$ cat src/rtl/rtype_pipe.sv
// rtype_pipe: two-stage R-type execute unit (regfile read + forwarding in S1, registered ALU result in S2)
// clk, rst                 : rising-edge clock, synchronous active-high reset
// in_valid, in_ready       : instruction handshake into S1
// instru                   : MIPS R-format word op|rs|rt|rd|sh|fn
// out_valid, out_ready     : S2 result handshake to the consumer
// Adat, Bdat               : forwarded rs/rt operand values held in S2
// result, zf               : registered ALU result and its zero flag
// rd_out, illegal          : S2 destination register and unsupported-instruction flag
module rtype_pipe #(
  parameter int DW  = 32,
  parameter int AW  = 5,
  parameter int SHW = 5
) (
  input  logic          clk,
  input  logic          rst,
  input  logic          in_valid,
  output logic          in_ready,
  input  logic [31:0]   instru,
  output logic          out_valid,
  input  logic          out_ready,
  output logic [DW-1:0] Adat,
  output logic [DW-1:0] Bdat,
  output logic [DW-1:0] result,
  output logic          zf,
  output logic [AW-1:0] rd_out,
  output logic          illegal
);
  localparam int NREG = 1 << AW;
  logic [DW-1:0] rf_q [NREG];
  logic [31:0] ir_q, ir_d;
  logic s1v_q, s1v_d, s2v_q, s2v_d;
  logic [DW-1:0] a_q, b_q, res_q;
  logic zf_q, ill_q;
  logic [AW-1:0] rd_q;
  logic s2_adv, fwd_ok, we;
  logic [AW-1:0] rs, rt, rd;
  logic [SHW-1:0] sh;
  logic [DW-1:0] a, b, alu;
  logic ill;
  assign s2_adv = !s2v_q | out_ready;
  assign in_ready = !s1v_q | s2_adv;
  assign rs = AW'(ir_q[25:21]);
  assign rt = AW'(ir_q[20:16]);
  assign rd = AW'(ir_q[15:11]);
  assign sh = SHW'(ir_q[10:6]);
  // S2 holds a not-yet-written result; it overrides the regfile for a matching read
  assign fwd_ok = s2v_q & !ill_q & (rd_q != '0);
  assign a = (fwd_ok && rd_q == rs) ? res_q : rf_q[rs];
  assign b = (fwd_ok && rd_q == rt) ? res_q : rf_q[rt];
  assign we = s2v_q & out_ready & !ill_q & (rd_q != '0);
  always_comb begin
    alu = '0;
    ill = 1'b0;
    if (ir_q[31:26] != 6'd0) ill = 1'b1;
    else
      case (ir_q[5:0])
        6'h20, 6'h21: alu = a + b;
        6'h22, 6'h23: alu = a - b;
        6'h24:        alu = a & b;
        6'h25:        alu = a | b;
        6'h26:        alu = a ^ b;
        6'h27:        alu = ~(a | b);
        6'h2A:        alu = {{(DW-1){1'b0}}, $signed(a) < $signed(b)};
        6'h2B:        alu = {{(DW-1){1'b0}}, a < b};
        6'h00:        alu = b << sh;
        6'h02:        alu = b >> sh;
        6'h03:        alu = $signed(b) >>> sh;
        default:      ill = 1'b1;
      endcase
  end
  always_comb begin
    s1v_d = (in_valid & in_ready) ? 1'b1 : (s2_adv ? 1'b0 : s1v_q);
    ir_d = (in_valid & in_ready) ? instru : ir_q;
    s2v_d = s2_adv ? s1v_q : s2v_q;
  end
  always_ff @(posedge clk) begin
    if (rst) begin
      s1v_q <= 1'b0;
      s2v_q <= 1'b0;
      ir_q <= '0;
      a_q <= '0;
      b_q <= '0;
      res_q <= '0;
      zf_q <= 1'b0;
      rd_q <= '0;
      ill_q <= 1'b0;
      for (int i = 0; i < NREG; i++) rf_q[i] <= '0;
    end else begin
      s1v_q <= s1v_d;
      ir_q <= ir_d;
      s2v_q <= s2v_d;
      if (s2_adv & s1v_q) begin
        a_q <= a;
        b_q <= b;
        res_q <= alu;
        zf_q <= (alu == '0);
        rd_q <= rd;
        ill_q <= ill;
      end
      if (we) rf_q[rd_q] <= res_q;
    end
  end
  assign out_valid = s2v_q;
  assign Adat = a_q;
  assign Bdat = b_q;
  assign result = res_q;
  assign zf = zf_q;
  assign rd_out = rd_q;
  assign illegal = ill_q;
endmodule
$ cat config.mk
export PLATFORM = sky130hd
export DESIGN_NAME = rtype_pipe
export DESIGN_NICKNAME = d
export VERILOG_FILES = /design/src/rtl/rtype_pipe.sv
export SDC_FILE = /design/constraint.sdc
export NUM_CORES = 2
export LEC_CHECK = 0
export ABC_AREA = 0
export CAP_MARGIN = 25
export CORE_MARGIN = 2
export CORE_UTILIZATION = 55
export CTS_CLUSTER_SIZE = 10
export DETAILED_ROUTE_END_ITERATION = 8
export PLACE_DENSITY = 0.74
export SYNTH_ARGS = -nofsm -noshare
export SYNTH_HDL_FRONTEND = slang
export SYNTH_SLANG_ARGS = --single-unit
$ cat constraint.sdc
create_clock -name clk -period 6.1 [get_ports clk]
set_input_delay 0.915 -clock clk [delete_from_list [all_inputs] [get_ports clk]]
set_output_delay 0.915 -clock clk [all_outputs]
set_load 0.02 [all_outputs]
# Yosys cells after proc, flatten, opt, wreduce, memory -nomap -nowiden

Memory sizes are Yosys's and may differ from the RTL's. A register that Yosys moved wholly into a read port is not among the register bits.
Cells that the tools add are included.

Register bits after elaboration: 137
Memory bits (writable): 1024
Input port bits: 36
Memories kept: 1

Add/sub/neg operators: 2
$lt $le $gt $ge: 2
Equality and inequality tests: 14
Shifts and indexed selects: 3
Multiplexer cells: 20
Bitwise gates (word level): 13
Reductions and logical operators: 14

Memory list:

| name | words | width | read ports | clocked after memory_dff | wr ports | RTL line | source |
|---|---|---|---|---|---|---|---|
| rf_q | 32    | 32    | 2          | 2                        | 32       | 29       | `logic [DW-1:0] rf_q [NREG];` |

Operators with widths:

| operator                                                               | number |
|---|---|
| 32-bit one-hot mux with 11 select lines                                | 1 |
| 32-bit 2-to-1 mux                                                      | 4 |
| 32-bit < comparator                                                    | 2 |
| 6-bit equality test (second input constant)                            | 10 |
| 32-bit adder                                                           | 1 |
| 32-bit bitwise AND                                                     | 1 |
| 32-bit zero test                                                       | 1 |
| 32-bit inverter                                                        | 1 |
| 32-bit OR                                                              | 1 |
| 32-bit OR reduction                                                    | 1 |
| 32-bit by 5-bit left shift with 32-bit output                          | 1 |
| 32-bit by 5-bit >> shifter with 32-bit output                          | 1 |
| 32-bit by 5-bit >>> shifter with 32-bit output                         | 1 |
| 32-bit subtractor                                                      | 1 |
| 32-bit XOR                                                             | 1 |
| 5-bit 2-to-1 mux                                                       | 5 |
| 13-bit OR reduction                                                    | 1 |
| 6-bit by 2-bit equality test with 1-bit output (second input constant) | 2 |
| 5-bit equality test                                                    | 2 |
| 1-bit 2-to-1 mux                                                       | 10 |
| 1-bit bitwise AND                                                      | 7 |
| 6-bit zero test                                                        | 1 |
| 6-bit nonzero test                                                     | 1 |
| 5-bit nonzero test                                                     | 1 |
| 5 further kinds                                                        | 10 |

# Logic depth before layout (Yosys ltp)

Depth in word-level cells: 10
Depth in mapped cells: 27

# Worst setup path after synthesis

No wires, ideal clock.

Kind: register -> register
Start: register (tool-made name)
End: register zf_q, in the netlist zf
Library setup time: 0.087 ns
Arrival: 6.259 ns
Setup slack: -0.246 ns
Stages on the path, launching flop included: 23
Path buffers: 3
Path through: dfxtp_1 > clkbuf_1 > buf_1 > buf_1 > mux4_2 > mux4_2 > mux2i_1 > o21ai_0 > ha_1 > fa_1 > a211oi_1 > o21ai_0 > a41oi_1 > a21oi_1 > a21o_1 > a211oi_1 > a21oi_1 > mux2i_1 > nor4_1 > o2111ai_1 > or4_1 > or4_1 > o31ai_1

RTL lines:

| what                   | RTL line | source |
|---|---|---|
| end signal: assignment | 96       | `zf_q <= (alu == '0);` |
| end: declaration       | 33       | `logic zf_q, ill_q;` |

==> flow_summary_export.csv <==
group,metric,value,unit
run_status,outcome,"finished with violations",
run_status,failed_checks,"setup timing",
power,clockPowerShare,0.324,
critical_path,crit_arrival,7110,ps
yosys,synth_area_leaders,"edfxtp_1 (44%), mux4_2 (13%), and2_1 (8.6%)",
global_route,grt_pass1_wl,417000,um
global_route,grt_usage,0.4468,
route,drtAntennaViolNets,0,
yosys,syn_area_per_cell,11.88,um2
global_route,grt_max_degree,115,
power,finalPower,0.02371,W
global_route,antenna_found_initial,17,
floorplan,initial_core_util,0.5543,
power,p_leak,31.69,nW
placed_design,io_buffers,140,
yosys,synth_top_area_cell,"edfxtp_1",
power,ir_drop,0.0002783,V
placed_design,dpl.hpwl,200000,um
timing,maxSlewViolCount,0,
yosys,yosys.cell_count.top_type,"edfxtp_1",
route,drc_errors,0,
floorplan,die_x,362.5,um
timing,grt_setup_unrepaired,"true",
yosys,ys_warn_count,0,
clock_tree,cts_buffers,139,
timing,clock_skew,43.94,ps
clock_tree,clockBufferDepth,3,
yosys,synth_cells,5952,
route,num_vias,58770,
floorplan,die_y,362.5,um
finish,drive_gt1_frac,0.2784,
critical_path,crit_path_end_kind,"flip-flop",
yosys,synth_enable_flop_cells,1024,
finish,final_cells,8375,
clock_tree,clockRootBuffer,"clkbuf_16",
global_route,grt_pass1_vias,57140,
timing,post-route-period-util,1.045,
floorplan,num_io_pins,141,
timing,hold_ws,454.0,ps
floorplan,rows,131,
yosys,synth_area,70690,um2
timing,worst_pin_slew,1198,ps
min_path,holdCritStartpoint,"Adat[9]",
floorplan,die_area,131400,um2
critical_path,cp.required,6840,ps
route,dr.pass1.iters,6,
job,max_cap_viol_count,0,
timing,setup_ws,-271.7,ps
power,seq_power_share,0.388,
route,wl_per_cell,35.61,um
yosys,async_reset_ff_frac,0,
yosys,synth.top_cell.area_share,0.4350,
global_route,gr-total-overflow,0,
critical_path,path_class,"reg -> reg",
yosys,synth-seq-cells,1171,
power,p_int,0.01623,W
power,power_density,274.4,nW/um2
power,power_switching_share,0.3155,
placed_design,place_inst,8071,
clock_tree,cts_sinks,1171,
critical_path,crit_fanout,8,
timing,fmax,156.9,MHz
power,p_sw,0.007481,W
timing,relSlewSlack,0.2012,
finish,nNetsFinal,6795,
yosys,yosysUniqueCellTypes,94,
min_path,min_path_type,"reg -> reg",
timing,period_minus_slack,6372,ps
route,drt_iter0_markers,9550,
timing,setup_viol,3,
floorplan,core-area,127500,um2
route,routed_wirelength,298300,um
clock_tree,cts_tree,"yes",
critical_path,worstSetupStartpointType,"flip-flop",
timing,final-hold-violation-count,0,
placed_design,globalplace.congestion,1.065,
finish,area_growth,22.24,%
power,comb_power_share,0.289,
clock_tree,clk_latency,820,ps
yosys,synthTopCellsByCount,"edfxtp_1 (1024), and2_1 (968), mux2i_1 (578)",
clock_tree,htree_levels,4,
clock_tree,path_clk_slew,60,ps
route,vias_per_cell,7.017,
yosys,synth_seq_area_share,0.4766,
yosys,synth_ff_type,"edfxtp_1",
worst paths after layout:
path / slack (ps) / end / depth (start not counted)
setup / recovery: -270 / zf / 24
hold / removal: 450 / Adat[9] / 2
setup reg to reg: -270 / zf / 24
hold reg to reg: 450 / Adat[9] / 2
power by group through the flow:
stage | sequential (W) | combinational, W | clock, W
2_1_floorplan | 0.00931 | 0.00301 | 0
3_3_place_gp | 0.00932 | 0.00598 | 0
3_5_place_dp | 0.00934 | 0.00601 | 0
4_1_cts | 0.00918 | 0.00629 | 0.00765
5_1_grt | 0.00921 | 0.00707 | 0.00795
6_report | 0.00919 | 0.00684 | 0.00767
flip-flops by register name, indices dropped and copies added, names as in the netlist, named ones only:
signal,cells
Adat,32
rd_out,5
Bdat,32
ir_q,32
out_valid,1
s1v_q,1
zf,1
result,32
illegal,1
rf_q,1024
final cells by class:
| cell class | count | area (um2) |
|---|---|---|
| clock inverter | 23 | 310.3 |
| fill | 9160 | 41110 |
| clock buffer | 174 | 3661 |
| tap | 1662 | 2079 |
| antenna | 4 | 10.01 |
| sequential | 1171 | 33730 |
| multi-input combinational | 4104 | 35660 |
| inverter | 105 | 409.1 |
| timing repair buffer | 1132 | 10540 |
layer usage:
layer	wire (um)	global-route usage	up-vias
met1	98840	0.5373	28860
met2	135000	0.6929	4907
li1	-	-	23700
met3	38570	0.1243	1298
met5	225	0	-
met4	25570	0.3232	12
cells by family (layout without fill, tap and decap cells):
kind of cell / after synthesis / after routing / share of synthesized area
fa+ha+maj: 106 / 106 / 0.01898
flops: 1171 / 1171 / 0.4766
compound gates: 1027 / 1027 / 0.09785
xor+xnor: 59 / 59 / 0.007310
mux: 1001 / 1001 / 0.2143
buf+inv: 708 / 1434 / 0.04161
other cells: 1 / 36 / 0.00005305
simple gates: 1879 / 1879 / 0.1432
what timing repair did:
action | CTS | global route
endpoints found under the setup margin | 9 | 10
pin swaps | 46 | 77
cloned | 14 | 4
gates resized for setup | 159 | 178
hold buffers | 0 | 0
setup buffers | 30 | 64
hold endpoints to repair | 0 | 0
per-stage QoR:
stage,util,instance area (um2),setup slack [ps],setup TNS [ps]
4_1_cts,0.6662,84960,-236.0,-236.0
6_report,0.6776,86410,-271.7,-375.4
3_3_place_gp,0.6233,79480,-1206,-4521
5_1_grt,0.6775,86400,-371.2,-783.0
3_5_place_dp,0.6246,79650,-1098,-4199
2_1_floorplan,-,70820,17.24,0
layout by cell type, fill, tap and decap left out, types with 16 or more instances in the layout:
master / synthesis / layout
o211ai_1: 21 / 21
a22oi_1: 223 / 222
buf_16: 0 / 19
nor3_1: 71 / 65
mux4_2: 408 / 408
a31oi_1: 20 / 20
clkbuf_1: 425 / 31
inv_1: 102 / 89
xnor2_1: 48 / 46
o21ai_1: 1 / 16
conb_1: 1 / 32
clkdlybuf4s50_1: 0 / 139
nor4_1: 33 / 17
ha_1: 104 / 81
or2_2: 40 / 35
mux2i_1: 578 / 562
and2_1: 968 / 967
nand2_1: 369 / 368
a221oi_1: 37 / 23
nor2_1: 251 / 212
dfxtp_1: 147 / 131
a21oi_2: 0 / 16
a21oi_1: 297 / 276
nor2_4: 1 / 34
ha_4: 0 / 17
o22ai_1: 35 / 34
clkbuf_16: 0 / 144
a22o_1: 29 / 29
o221ai_1: 18 / 17
a211oi_1: 55 / 50
nand3_1: 38 / 36
buf_6: 11 / 29
edfxtp_1: 1024 / 1024
mux2i_2: 3 / 16
buf_12: 0 / 73
o21ai_0: 122 / 88
nor2b_1: 22 / 19
buf_4: 26 / 849
worst max-delay path, cell delays in order, from the launching register on:
cell	delay, ps
dfxtp_4	380
buf_12	150
buf_16	170
buf_16	140
buf_12	140
mux4_2	510
mux4_2	560
mux2i_1	170
o21ai_0	140
buf_4	200
inv_1	60
ha_2	330
or3_1	410
o31a_1	290
buf_6	150
buf_6	120
o21ai_4	270
o21ai_2	120
nand2b_4	170
a21oi_2	130
nand4b_1	190
o211ai_1	170
or4_4	510
or4_4	560
o31ai_1	220
(Power assumes the default switching activity.)
